$ cat config.mk
export PLATFORM = sky130hd
export DESIGN_NAME = imm_extend_unit_flat
export DESIGN_NICKNAME = d
export VERILOG_FILES = /design/src/rtl/imm_extend_unit_if.sv /design/src/rtl/imm_extend_unit.sv /design/src/flat_wrapper.sv
export SDC_FILE = /design/constraint.sdc
export NUM_CORES = 1
export LEC_CHECK = 0
export CAP_MARGIN = 20
export CORE_MARGIN = 2
export CORE_UTILIZATION = 41
export DETAILED_ROUTE_END_ITERATION = 8
export GPL_TIMING_DRIVEN = 1
export PLACE_DENSITY = 0.72
export SYNTH_ARGS = -nofsm -noshare
export SYNTH_HDL_FRONTEND = slang
export SYNTH_SLANG_ARGS = --single-unit
$ cat constraint.sdc
create_clock -name clk -period 1.48 [get_ports clk]
set_input_delay 0.296 -clock clk [delete_from_list [all_inputs] [get_ports clk]]
set_output_delay 0.296 -clock clk [all_outputs]
set_load 0.02 [all_outputs]
$ cat src/rtl/imm_extend_unit_if.sv
// ---------------------------------------------------------------------------
// imm_extend_unit_if : beat-in / result-out handshake bundle for imm_extend_unit
// Revision 1.0
// ---------------------------------------------------------------------------
`default_nettype none

interface imm_extend_unit_if #(
  parameter int IN_W  = 12,
  parameter int OUT_W = 16,
  parameter int CNT_W = 8
);
  logic             in_valid;
  logic             in_ready;
  logic [IN_W-1:0]  a;
  logic [1:0]       mode;
  logic             out_valid;
  logic             out_ready;
  logic [OUT_W-1:0] r;
  logic             hi_pending;
  logic             drop_err;
  logic [CNT_W-1:0] drop_cnt;

  modport master (
    output in_valid, a, mode, out_ready,
    input  in_ready, out_valid, r, hi_pending, drop_err, drop_cnt
  );

  modport slave (
    input  in_valid, a, mode, out_ready,
    output in_ready, out_valid, r, hi_pending, drop_err, drop_cnt
  );
endinterface

`default_nettype wire

$ cat src/rtl/imm_extend_unit.sv
// ---------------------------------------------------------------------------
// imm_extend_unit : zero/sign/left-align extension plus two-beat concatenation
// Revision 1.0
// ---------------------------------------------------------------------------
`default_nettype none

module imm_extend_unit #(
  parameter int IN_W  = 12,
  parameter int OUT_W = 16,
  parameter int CNT_W = 8
) (
  input  wire                 clk,
  input  wire                 rst_n,
  imm_extend_unit_if.slave    bus
);

  localparam int HI_W = OUT_W - IN_W;

  localparam logic [1:0] MODE_ZEXT   = 2'b00;
  localparam logic [1:0] MODE_SEXT   = 2'b01;
  localparam logic [1:0] MODE_LALIGN = 2'b10;
  localparam logic [1:0] MODE_CONCAT = 2'b11;

  typedef enum logic [0:0] {
    IDLE    = 1'b0,
    HI_HELD = 1'b1
  } state_t;

  state_t           state;
  logic [HI_W-1:0]  hi;
  logic [OUT_W-1:0] r_q;
  logic             out_valid_q;
  logic             drop_err_q;
  logic [CNT_W-1:0] drop_cnt_q;

  logic             in_ready;
  logic             fire;
  logic             is_concat;
  logic             produce;
  logic             drop;
  logic [HI_W-1:0]  hi_cap;
  logic [OUT_W-1:0] ext;

  // The high part comes from the low bits of the first beat, padded if narrow.
  generate
    if (IN_W >= HI_W) begin : g_hi_slice
      assign hi_cap = bus.a[HI_W-1:0];
    end else begin : g_hi_pad
      assign hi_cap = {{(HI_W-IN_W){1'b0}}, bus.a};
    end
  endgenerate

  assign in_ready  = !out_valid_q || bus.out_ready;
  assign fire      = bus.in_valid && in_ready;
  assign is_concat = (bus.mode == MODE_CONCAT);
  assign produce   = fire && !(is_concat && (state == IDLE));
  assign drop      = fire && !is_concat && (state == HI_HELD);

  always_comb begin
    ext = '0;
    case (bus.mode)
      MODE_ZEXT:   ext = {{HI_W{1'b0}}, bus.a};
      MODE_SEXT:   ext = {{HI_W{bus.a[IN_W-1]}}, bus.a};
      MODE_LALIGN: ext = {bus.a, {HI_W{1'b0}}};
      default:     ext = {hi, bus.a};
    endcase
  end

  always_ff @(posedge clk or negedge rst_n) begin
    if (!rst_n) begin
      state       <= IDLE;
      hi          <= '0;
      r_q         <= '0;
      out_valid_q <= 1'b0;
      drop_err_q  <= 1'b0;
      drop_cnt_q  <= '0;
    end else begin
      drop_err_q <= drop;
      if (drop && (drop_cnt_q != {CNT_W{1'b1}})) begin
        drop_cnt_q <= drop_cnt_q + 1'b1;
      end

      // A new result wins over a concurrent drain, giving back-to-back throughput.
      if (produce) begin
        r_q         <= ext;
        out_valid_q <= 1'b1;
      end else if (bus.out_ready) begin
        out_valid_q <= 1'b0;
      end

      if (fire) begin
        case (state)
          IDLE: begin
            if (is_concat) begin
              hi    <= hi_cap;
              state <= HI_HELD;
            end
          end
          HI_HELD: begin
            state <= IDLE;
          end
          default: begin
            state <= IDLE;
          end
        endcase
      end
    end
  end

  assign bus.in_ready   = in_ready;
  assign bus.out_valid  = out_valid_q;
  assign bus.r          = r_q;
  assign bus.hi_pending = (state == HI_HELD);
  assign bus.drop_err   = drop_err_q;
  assign bus.drop_cnt   = drop_cnt_q;

endmodule

`default_nettype wire

$ cat src/flat_wrapper.sv
// flat-port wrapper written by rule: the top's interface ports become plain ports
module imm_extend_unit_flat 
#(
  parameter int IN_W  = 12,
  parameter int OUT_W = 16,
  parameter int CNT_W = 8
)
  (clk, rst_n, bus_in_valid, bus_a, bus_mode, bus_out_ready, bus_in_ready, bus_out_valid, bus_r, bus_hi_pending, bus_drop_err, bus_drop_cnt);
  imm_extend_unit_if #(.IN_W(IN_W), .OUT_W(OUT_W), .CNT_W(CNT_W)) bus_i ();
  input  wire clk;
  input  wire rst_n;
  input wire logic [$bits(bus_i.in_valid)-1:0] bus_in_valid;
  input wire logic [$bits(bus_i.a)-1:0] bus_a;
  input wire logic [$bits(bus_i.mode)-1:0] bus_mode;
  input wire logic [$bits(bus_i.out_ready)-1:0] bus_out_ready;
  output wire logic [$bits(bus_i.in_ready)-1:0] bus_in_ready;
  output wire logic [$bits(bus_i.out_valid)-1:0] bus_out_valid;
  output wire logic [$bits(bus_i.r)-1:0] bus_r;
  output wire logic [$bits(bus_i.hi_pending)-1:0] bus_hi_pending;
  output wire logic [$bits(bus_i.drop_err)-1:0] bus_drop_err;
  output wire logic [$bits(bus_i.drop_cnt)-1:0] bus_drop_cnt;
  assign bus_i.in_valid = bus_in_valid;
  assign bus_i.a = bus_a;
  assign bus_i.mode = bus_mode;
  assign bus_i.out_ready = bus_out_ready;
  assign bus_in_ready = bus_i.in_ready;
  assign bus_out_valid = bus_i.out_valid;
  assign bus_r = bus_i.r;
  assign bus_hi_pending = bus_i.hi_pending;
  assign bus_drop_err = bus_i.drop_err;
  assign bus_drop_cnt = bus_i.drop_cnt;
  imm_extend_unit #(.IN_W(IN_W), .OUT_W(OUT_W), .CNT_W(CNT_W)) u_core (.clk(clk), .rst_n(rst_n), .bus(bus_i));
endmodule
* Word level (Yosys, flattened, before mapping) *
Cells that the tools add are included.

operators by class
  $add $sub $neg = 1
  equality and inequality tests = 4
  mux-type cells = 5
  bitwise logic cells = 1
  reduce and logical (&&, ||, !) cells = 13

operators with widths
  cell                                                  count
  case mux 16 bit (3 select lines)                      1
  adder 8 x 1 -> 8 bit (second input constant)          1
  != test 8 bit (second input constant)                 1
  logical AND 1 bit                                     6
  equality test 2 bit (second input constant)           2
  zero test 1 bit                                       3
  2-to-1 mux 1 bit                                      3
  AND reduction 3 bit                                   1
  equality test 2 x 1 -> 1 bit (second input constant)  1
  zero test 2 bit                                       1
  case mux 1 bit (2 select lines)                       1
  nonzero test 2 bit                                    1
  logical OR 1 bit                                      1
  NOT 1 bit                                             1

word-level totals
  bits in registers = 31
  input port bits = 18
  output and inout bits = 28
  logic and storage cells = 30

* Depth between registers and ports, before layout *
Gate-level depths: netlist of the first run.

  depth after elaboration = 6
  mapped depth = 6
  depth with buffers taken out = 5

* Worst setup path after synthesis of the first run *
OpenSTA, ideal clock, no wires.

  kind = register -> register
  from = register u_core.out_valid_q (netlist: u_core.bus.out_valid)
  to = register u_core.hi[0]
  library setup time = 125 ps
  data arrival time = 1503 ps
  required time = 1355 ps
  setup slack = -148 ps
  stages on the path, launching flop included = 7
  buffers on the path = 2
  clock period less this slack = 1628 ps
  path through = dfrtp_1 > nand2b_1 > buf_6 > nand2_2 > or3_1 > buf_6 > mux2_4

on the way
  word-level cells in the longest chain between the ends = 4

ends and longest elaborated chain
  element                               RTL line               RTL
  from (decl)                           imm_extend_unit.sv:32  logic out_valid_q;
  from (signal assigned)                imm_extend_unit.sv:74  out_valid_q <= 1'b0;
  from (signal assigned)                imm_extend_unit.sv:86  out_valid_q <= 1'b1;
  from (signal assigned)                imm_extend_unit.sv:88  out_valid_q <= 1'b0;
  zero test 1 bit                       imm_extend_unit.sv:53  assign in_ready = !out_valid_q || bus.out_ready;
  logical OR 1 bit                      imm_extend_unit.sv:53
  via bus_in_ready                      flat_wrapper.sv:16     output wire logic [$bits(bus_i.in_ready)-1:0] bus_in_ready;
  logical AND 1 bit                     imm_extend_unit.sv:54  assign fire = bus.in_valid && in_ready;
  AND reduction 3 bit (no source line)  n/a
  to (signal assigned)                  imm_extend_unit.sv:95  hi <= hi_cap;
  to (decl)                             imm_extend_unit.sv:30  logic [HI_W-1:0] hi;

The timed path passes the listed nets, and every way through them passes these cells.
A chain may end at the register's enable or synchronous reset.

* Final worst setup path of the first run *
  from = input port bus_out_ready
  to = register u_core.drop_cnt_q[1] (netlist: u_core.bus.drop_cnt[1])

on the way
  word-level cells in the longest chain between the ends = 5

ends and longest elaborated chain
  element                          RTL line               RTL
  from (decl)                      flat_wrapper.sv:15     input wire logic [$bits(bus_i.out_ready)-1:0] bus_out_ready;
  logical OR 1 bit                 imm_extend_unit.sv:53
  logical AND 1 bit                imm_extend_unit.sv:54
  logical AND 1 bit (2 in series)  imm_extend_unit.sv:57  assign drop = fire && !is_concat && (state == HI_HELD);
  via u_core.drop                  imm_extend_unit.sv:40  logic drop;
  logical AND 1 bit                imm_extend_unit.sv:79  if (drop && (drop_cnt_q != {CNT_W{1'b1}})) begin
  to (signal assigned)             imm_extend_unit.sv:80  drop_cnt_q <= drop_cnt_q + 1'b1;
  to (decl)                        imm_extend_unit.sv:34  logic [CNT_W-1:0] drop_cnt_q;

The timed path passes the listed nets, and every way through them passes these cells.

==> results.py, run 1 <==
metrics = {
    "global_routing": {
        "grt_max_degree": 34,
        "grt_antenna_before_repair": 0,
        "grt_pass1_wl_um": 5678,
        "overflow": 0,
        "track_usage_pct": 18.34,
        "grt_pass1_vias": 1254,
    },
    "power_and_ir_drop": {
        "clkPwrFrac_pct": 18.2,
        "comb_power_share_pct": 35.2,
        "pwr-share-seq_pct": 46.6,
        "p_leak_nw": 1.088,
        "switching_power_uw": 886.1,
        "ir_drop_v": 0.0007506,
        "cellPowerDensity_nw_per_um2": 1196,
        "cell_internal_pwr_mw": 1.606,
        "switching_share_pct": 35.55,
    },
    "logic_synthesis": {
        "syn-num-nets": 159,
        "synth.distinct_cells": 31,
        "synth_ff_type": "dfrtp_1",
        "synth_area_sq_um": 1453,
        "ys_warn_count": 0,
        "synth_top_cell_by_area": "dfrtp_1",
        "ys_ff_latch": 31,
        "synth_area_per_cell_sq_um": 10.38,
        "synthArstFlopShare_pct": 100.0,
        "ys_seq_area_share_pct": 53.40,
        "synth_top_area_share_pct": 53.40,
        "synthTopCellsByArea": "dfrtp_1 (53%), nand2_1 (9.8%), mux2i_1 (6.2%), o21ai_0 (5.5%), mux2_4 (4.1%)",
        "synth_edf_count": 0,
        "postSynthCellCount": 140,
    },
    "sta": {
        "setup-violations-final": 0,
        "fin_skew_ns": 0.006481,
        "fin_hold_ws_ns": 0.3472,
        "slew_headroom_pct": 74.71,
        "fin_crit_ns": 1.446,
        "timing.fmax_ghz": 0.6914,
        "tightestPinTransition_ns": 0.3793,
        "tns_ns": 0,
        "period_share_pct": 97.73,
        "drv_slew": 0,
        "final_hold_viol_count": 0,
    },
    "floorplanning": {
        "die_h_um": 63.53,
        "die_w_um": 63.53,
        "std_cell_rows": 21,
        "core_sq_um": 3363,
        "io_pins": 46,
        "dieArea_sq_um": 4035,
        "start_util_pct": 43.19,
    },
    "worst_hold_path": {
        "worstHoldPathType": "primary input to asynchronous set/reset pin",
    },
    "finish": {
        "synthToLayoutAreaGrowth_pct": 43.41,
        "final_common_cell": "nand2_1",
        "final_layout_size_suffix_gt1_share_pct": 19.00,
        "layout_common_cells": "nand2_1 (38), dfrtp_1 (30), dlygate4sd2_1 (27), o21ai_0 (16), clkdlybuf4s50_1 (15)",
        "insertedDiodeCount": 0,
        "final_core_util_pct": 61.94,
        "nNetsFinal": 218,
    },
    "critical_path": {
        "reg2reg_to": "u_core.bus.drop_cnt[1]$_DFFE_PN0P_",
        "end_kind": "register",
        "reg2reg_from": "u_core.bus.hi_pending$_DFFE_PN0P_",
        "path_max_fanout": 4,
        "worst-path-buf-inv": 2,
        "cp.arrival_ns": 1.66,
        "required_ns": 1.70,
        "crit_family": "buffers and inverters",
        "critPathLaunchType": "primary input",
        "critPathSlowestCell": "clkdlybuf4s50_1",
        "worstSetupPathType": "primary input to register",
        "cp_cell_sequence": "clkdlybuf4s50_1 -> nand2b_4 -> buf_4 -> and3_4 -> o21a_1 -> mux2_2",
        "ff2ff_setup_slack_ns": 0.05,
        "max_stage_delay_ns": 0.45,
        "worstRegToRegCells": 4,
    },
    "route": {
        "drcViolationCount": 0,
        "drt-total-wl_um": 3242,
        "drtIter0Drc": 43,
        "wl_per_cell_um": 13.18,
        "firstDrtPassIters": 4,
        "avgViaCountPerCell": 4.915,
        "vias": 1209,
        "ant_nets": 0,
    },
    "clock_network": {
        "cts-root-buf": "clkbuf_4",
        "clock-sinks": 31,
        "cts_tree": "done",
        "cts_made_buffers": 5,
        "insertion_delay_ns": 0.33,
        "clk_path_buf_depth": 2,
        "clkTransAtPathRegs_ns": 0.09,
        "ctsHoldBuffers": 0,
        "htree_levels": 2,
    },
    "flow_run": {
        "cap_violations": 0,
    },
    "run_status": {
        "status": "finished, final reports clean",
    },
    "place": {
        "globalplace.congestion": 0.7551,
        "port-buffer-count": 45,
        "hpwl_um": 2417,
    },
}
==> synth_stat cells, types with 2 or more instances <==
| cell | n |
|---|---|
| buf_6 | 2 |
| o21ai_0 | 16 |
| xor2_1 | 5 |
| nand2b_1 | 3 |
| clkbuf_2 | 2 |
| buf_2 | 2 |
| mux2i_1 | 9 |
| nand2_1 | 38 |
| mux2_2 | 2 |
| a22oi_1 | 4 |
| nor3_1 | 2 |
| nor2_1 | 2 |
| dfrtp_1 | 31 |
| mux2_4 | 4 |
| nand4_1 | 2 |
==> timing repair <==
item,CTS,global route
setup endpoints to repair,35,22
pin swaps,0,2
cloned,0,1
setup buffers,0,2
resized for setup,33,6
==> worst register-to-register path, cell delays in order, from the launching register on <==
cell      delay (ns)
dfrtp_1         0.41
a21boi_2        0.25
and3_4          0.21
o21a_1          0.13
mux2_2          0.33
==> worst max path at each step <==
stage / start / endpoint / slack [ns] / cells after the start
finish: bus_out_ready / u_core.bus.drop_cnt[1]$_DFFE_PN0P_ / 0.03 / 6
global route: u_core.bus.hi_pending$_DFFE_PN0P_ / u_core.bus.drop_cnt[3]$_DFFE_PN0P_ / -0.03 / 4
CTS: bus_out_ready / u_core.bus.drop_cnt[1]$_DFFE_PN0P_ / 0.02 / 6
detailed placement: bus_out_ready / u_core.hi[3]$_DFFE_PN0P_ / -0.44 / 5
global placement: bus_out_ready / u_core.hi[1]$_DFFE_PN0P_ / -0.42 / 5
floorplan: u_core.bus.out_valid$_DFFE_PN0P_ / u_core.hi[0]$_DFFE_PN0P_ / -0.09 / 6
==> cells by family (layout without fill, tap and decap cells) <==
kind of cell / after synthesis / after routing / share of synthesized area [%]
simple gates: 54 / 54 / 16.80
flops: 31 / 31 / 53.40
compound gates: 25 / 25 / 10.34
mux: 15 / 15 / 11.89
buf+inv: 9 / 69 / 3.703
xor+xnor: 5 / 5 / 3.015
fa+ha+maj: 1 / 1 / 0.8612
==> sequential cells by signal (all words and copies together), names as in the netlist <==
register and count:
u_core.bus.drop_err 1, u_core.bus.out_valid 1, u_core.bus.hi_pending 1, u_core.bus.r 16, u_core.bus.drop_cnt 8, u_core.hi 4
==> through the flow <==
step	instance area [sq um]	setup WS, ns	power, mW	instances
final	2083	0.03365	2.492	246
after global routing	2083	-0.02845	2.667	246
after CTS	2036	0.01824	2.500	243
after detailed placement	2014	-0.4407	2.154	235
after global placement	2014	-0.4201	2.119	235
after floorplan	1454	-0.08674	1.662	140
==> layer usage <==
layer,share of wire [%],global-route usage (%),vias up
met5,0,0,-
met4,2.4,10.60,0
met3,3.2,4.286,6
met2,48,29.61,27
met1,46,22.35,579
li1,-,-,597
==> power groups by stage <==
stage / Combinational (mW) / Sequential (mW) / Clock (mW)
3_5_place_dp: 0.969 / 1.18 / 0
3_3_place_gp: 0.946 / 1.17 / 0
4_1_cts: 0.864 / 1.16 / 0.475
6_report: 0.876 / 1.16 / 0.454
5_1_grt: 0.958 / 1.19 / 0.519
2_1_floorplan: 0.311 / 1.35 / 0
==> cell type report <==
type                    count  area, sq um
clock buffers               5        37.54
fillers                   322         1280
multi-input cells         100        641.9
flip-flops and latches     31        777.0
repair buffers             60        550.5
inverters                   1        3.754
well taps                  46        57.56
clock inverters             3        15.01
(Power assumes the default switching activity.)
==> inputs of run 2 (changes only) <==
- CAP_MARGIN: 20 -> 30
==> results of run 2 <==
Same layout as run 1: the final DEF is identical, and so are final timing and power.
